==> src/rtl/arbitro_barramento3.sv <==
// Round-robin arbiter for a 3-requester shared 32-bit bus.
// Drives the registered one-hot grant, the bus mux select and the busy flag.
//
// Ports:
//   clock   : single clock, rising edge
//   reset   : synchronous, active-high
//   req     : level request per requester (bit i = requester i)
//   grant   : registered one-hot grant, 000 when idle
//   ctrl    : registered mux select, 0..2 = owner, 3 = idle (bus drives zero)
//   ocupado : registered busy flag, OR of grant
module arbitro_barramento3 #(
  parameter int QUANTUM = 4
) (
  input  logic       clock,
  input  logic       reset,
  input  logic [2:0] req,
  output logic [2:0] grant,
  output logic [1:0] ctrl,
  output logic       ocupado
);

  typedef enum logic {
    OCIOSO,
    CONCEDIDO
  } estado_t;

  localparam logic [7:0] QMAX = 8'(QUANTUM);

  estado_t    estado, estado_n;
  logic [1:0] dono, dono_n;
  logic [1:0] ultimo, ultimo_n;
  logic [7:0] cont, cont_n;
  logic [2:0] grant_n;
  logic [1:0] ctrl_n;
  logic       ocupado_n;

  logic [1:0] base;
  logic [1:0] escolha;
  logic       dono_pede;
  logic       outros;

  // Scan starts just after the last winner; the last winner is tried last.
  function automatic logic [1:0] pick(
    input logic [1:0] u,
    input logic [2:0] r
  );
    logic [1:0] p;
    p = u;
    unique case (u)
      2'd0: begin
        if (r[1])      p = 2'd1;
        else if (r[2]) p = 2'd2;
        else           p = 2'd0;
      end
      2'd1: begin
        if (r[2])      p = 2'd2;
        else if (r[0]) p = 2'd0;
        else           p = 2'd1;
      end
      default: begin
        if (r[0])      p = 2'd0;
        else if (r[1]) p = 2'd1;
        else           p = 2'd2;
      end
    endcase
    return p;
  endfunction

  function automatic logic [2:0] onehot(input logic [1:0] p);
    logic [2:0] g;
    g = 3'b000;
    unique case (p)
      2'd0:    g = 3'b001;
      2'd1:    g = 3'b010;
      2'd2:    g = 3'b100;
      default: g = 3'b000;
    endcase
    return g;
  endfunction

  // In CONCEDIDO the grant register is onehot(dono), so it doubles as
  // the owner mask.
  assign dono_pede = |(req & grant);
  assign outros    = |(req & ~grant);
  assign base      = (estado == CONCEDIDO) ? dono : ultimo;
  assign escolha   = pick(base, req);

  always_comb begin
    estado_n  = estado;
    dono_n    = dono;
    ultimo_n  = ultimo;
    cont_n    = cont;
    grant_n   = grant;
    ctrl_n    = ctrl;
    ocupado_n = ocupado;

    unique case (estado)
      OCIOSO: begin
        if (|req) begin
          estado_n  = CONCEDIDO;
          dono_n    = escolha;
          ultimo_n  = escolha;
          grant_n   = onehot(escolha);
          ctrl_n    = escolha;
          ocupado_n = 1'b1;
          cont_n    = 8'd1;
        end
      end
      default: begin
        if ((!dono_pede && outros) ||
            (dono_pede && cont == QMAX && outros)) begin
          // Direct handover: no idle cycle between owners.
          dono_n    = escolha;
          ultimo_n  = escolha;
          grant_n   = onehot(escolha);
          ctrl_n    = escolha;
          ocupado_n = 1'b1;
          cont_n    = 8'd1;
        end else if (!dono_pede) begin
          estado_n  = OCIOSO;
          dono_n    = 2'd3;
          grant_n   = 3'b000;
          ctrl_n    = 2'd3;
          ocupado_n = 1'b0;
          cont_n    = 8'd0;
        end else if (cont < QMAX) begin
          cont_n = cont + 8'd1;
        end
      end
    endcase
  end

  always_ff @(posedge clock) begin
    if (reset) begin
      estado  <= OCIOSO;
      dono    <= 2'd3;
      ultimo  <= 2'd2;
      cont    <= 8'd0;
      grant   <= 3'b000;
      ctrl    <= 2'd3;
      ocupado <= 1'b0;
    end else begin
      estado  <= estado_n;
      dono    <= dono_n;
      ultimo  <= ultimo_n;
      cont    <= cont_n;
      grant   <= grant_n;
      ctrl    <= ctrl_n;
      ocupado <= ocupado_n;
    end
  end

endmodule

==> config.mk <==
export PLATFORM = sky130hd
export DESIGN_NAME = arbitro_barramento3
export DESIGN_NICKNAME = d
export VERILOG_FILES = /design/src/rtl/arbitro_barramento3.sv
export SDC_FILE = /design/constraint.sdc
export NUM_CORES = 1
export LEC_CHECK = 0
export BUFFER_PORTS_ARGS = -buffer_cell sky130_fd_sc_hd__buf_4
export CAP_MARGIN = 20
export CORE_ASPECT_RATIO = 0.9
export CORE_MARGIN = 3
export CORE_UTILIZATION = 59
export CTS_CLUSTER_SIZE = 16
export DETAILED_ROUTE_END_ITERATION = 8
export GPL_ROUTABILITY_DRIVEN = 0
export PLACE_DENSITY = 0.81
export SYNTH_ARGS = -nofsm -noshare
export SYNTH_HDL_FRONTEND = slang
export SYNTH_SLANG_ARGS = --single-unit
==> constraint.sdc <==
create_clock -name clock -period 5.2 [get_ports clock]
set_clock_uncertainty 0.05 [all_clocks]
set_input_delay 1.04 -clock clock [delete_from_list [all_inputs] [get_ports clock]]
set_output_delay 1.04 -clock clock [all_outputs]
set_load 0.005 [all_outputs]
==> metrics.csv <==
stage,metric,value,unit
status,status,completed,
critical_path,cp_num_buf_inv,1,
clock_tree,clk_latency,0.30,ns
synthesis,yosysUniqueCellTypes,39,
synthesis,synth_compound_area_frac,0.220,
synthesis,synth_top_cell_area_share,0.381,
synthesis,async_reset_ff_frac,0,
synthesis,synth.mux.area_fraction,0.0365,
critical_path,crit_chain,buf_4 -> a222oi_1 -> a211o_1 -> and2_1 -> o2111ai_2 -> a21oi_2,
power,p_leak,0.397,nW
synthesis,synth_area,892,um^2
sta,finalHoldViolations,0,
synthesis,synth_fp_nets,104,
synthesis,synth_cells,97,
power,ir_drop,0.000169,V
drt,drt-met1-wl,862,um
drt,drc_errors,0,
synthesis,synthAdderAreaFrac,0.0281,
sta,period_needed,2.31,ns
clock_tree,clk_pin_slew_worst_paths,0.10,ns
critical_path,r2r_cells,5,
critical_path,critPathSlowestCell,a222oi_1,
critical_path,slowest_delay,0.55,ns
sta,whs,0.439,ns
drt,routed_via_density,6.47,
sta,fin_setup_tns,0,ns
worst_hold_path,hold_depth,1,
worst_hold_path,hold_start,cont[7],
floorplan,fp.dieH,42.9,um
clock_tree,cts_buffers,3,
grt,antenna_found_initial,0,
critical_path,required,5.39,ns
critical_path,critPathTopFamily,compound AO/OA/AOI/OAI gates,
critical_path,r2r_start,estado,
drt,wl_per_cell,16.0,um
worst_hold_path,min_to,cont[7],
critical_path,rrSetupSlack,3.06,ns
synthesis,synthFlopType,dfxtp_1,
finish,final_layout_size_suffix_gt1_frac,0.208,
grt,grt_usage,0.216,
synthesis,ys_ff_latch,17,
clock_tree,cts_setup_buffers,0,
drt,wl_met3,177,um
synthesis,synth_top_family_by_area,simple AND/OR/NAND/NOR gates,
grt,grt_pass1_vias,685,
placed_design,port_buffers,10,
sta,fmax,433,MHz
drt,vias,776,
synthesis,synth_area_per_cell,9.20,um^2
critical_path,cp-end-kind,flip-flop,
sta,finalMaxSlewViolations,0,
worst_hold_path,hold_class,flip-flop to flip-flop,
finish,finalNetCount,114,
synthesis,yosys.area.top_type,dfxtp_1,
floorplan,row_count,12,
floorplan,dieWidth,47.0,um
drt,top_layer_used,met4,
finish,area_growth_syn_to_layout,9.40,%
critical_path,crit_fanout,10,
synthesis,synth_xor_area_frac,0,
critical_path,start_kind,input pin,
clock_tree,cts_resized,0,
clock_tree,postCtsHoldBufs,0,
grt,grt_pass1_wl,3150,um
synthesis,synth_edf_count,0,
finish,layout_commonest_cell,dfxtp_1,
power,p_total,0.296,mW
clock_tree,cts.root.buffer_cell,clkbuf_4,
sta,setup_viol,0,
sta,finalCritPeriodShare,0.444,
synthesis,synthTopCellsByArea,"dfxtp_1 (38%), nor3b_1 (4.2%), a21oi_1 (3.4%)",
placed_design,place_area,946,um^2
drt,routed_wl,1910,um
grt,grt_max_degree,15,
job,drv_cap,0,
sta,rsz0062_at_grt,no,
sta,max_slew.worst_pin.slew,0.629,ns
floorplan,die_area,2020,um^2
floorplan,num_io_pins,11,
clock_tree,cts_tree,yes,
grt,overflow,0,
floorplan,core_area,1320,um^2
clock_tree,max-clock-path-buffers,2,
clock_tree,htree_num_levels,1,
critical_path,reg2reg_to,dono[0],
floorplan,start_util,0.675,
synthesis,yosysWarnings,0,
drt,first_pass_iters,4,
critical_path,critPathArrivalTime,2.50,ns
synthesis,synth-simple-area-share,0.269,
sta,relSlewSlack,0.575,
placed_design,hpwlAfterDp,1400,um
drt,ant_nets,0,
finish,mostFrequentLayoutCells,"dfxtp_1 (17), buf_4 (10)",
synthesis,seq_area_frac_synth,0.381,
critical_path,critPathKind,input pin to flip-flop,
finish,antenna_cells,0,
power,power_density,303,nW/um^2
finish,fillers,116,
finish,design_area,976,um^2
drt,drt_iter0_drc,53,
clock_tree,clock_sinks,17,
drt,wl_met2,831,um
-- synthesized netlist by cell type (all sizes together) (2+ instances only) --
| cell type | count |
|---|---|
| mux2i | 2 |
| nor3b | 5 |
| nand2 | 6 |
| inv | 5 |
| dfxtp | 17 |
| o21ai | 7 |
| or4 | 2 |
| o21ba | 2 |
| nand3 | 3 |
| nor4 | 3 |
| ha | 2 |
| a31oi | 3 |
| nor3 | 5 |
| nor2 | 7 |
| a21oi | 7 |
| buf | 4 |
| nand2b | 4 |
-- sequential cells by signal, summed over array words and instances (netlist names) --
signal   cells
ultimo       2
grant        3
estado       1
cont         8
ocupado      1
dono         2
-- area by class of cell --
class | count | area, um^2 | area share
Sequential cell | 17 | 340 | 0.349
Inverter | 5 | 18.8 | 0.0192
Timing Repair Buffer | 10 | 75.1 | 0.0769
Tap cell | 14 | 17.5 | 0.0179
Clock inverter | 1 | 7.51 | 0.00769
Clock buffer | 3 | 22.5 | 0.0231
Multi-Input combinational cell | 70 | 494 | 0.506
-- kinds of logic (layout without fill, tap and decap cells) --
kind of cell,count (synthesis),count (layout)
adder cells (fa/ha/maj),2,2
AND/OR/NAND/NOR,39,39
AO/OA/AOI/OAI,27,27
buffers and inverters,10,19
flip-flops,17,17
multiplexers,2,2
-- worst max-delay path by stage --
stage,from,to,slack (ns),cells after the start
after floorplan,req[0],grant[0],2.83,7
after detailed placement,req[0],grant[0],2.59,6
after global placement,req[0],grant[0],2.63,6
after CTS,req[0],grant[0],2.90,6
final,req[0],grant[0],2.89,6
after global routing,req[0],grant[0],2.74,6
-- worst reg2reg max path, delay by kind of cell, from the launching register on --
kind / cells / cell delay, ns
and+or+nand+nor: 2 / 0.67
muxes: 1 / 0.41
AOI/OAI and AO/OA: 2 / 0.35
DFF: 1 / 0.59
-- power by group --
| part | switching (mW) | total, mW | internal (mW) |
|---|---|---|---|
| Sequential | 0.0103 | 0.151 | 0.141 |
| Combinational | 0.0391 | 0.0715 | 0.0324 |
| Clock | 0.0438 | 0.0731 | 0.0293 |
-- routing by layer --
layer,GRT usage,up-vias
met5,0,-
met4,0.0663,0
met3,0.0678,6
met1,0.314,349
li1,-,378
met2,0.298,43
-- per-stage QoR --
step / util / cells / setup WS, ns
after CTS: 0.739 / 120 / 2.90
after global placement: 0.716 / 116 / 2.63
after global routing: 0.739 / 120 / 2.74
after floorplan: - / 97 / 2.83
final: 0.739 / 120 / 2.89
after detailed placement: 0.716 / 116 / 2.59
(Power assumes the default switching activity.)
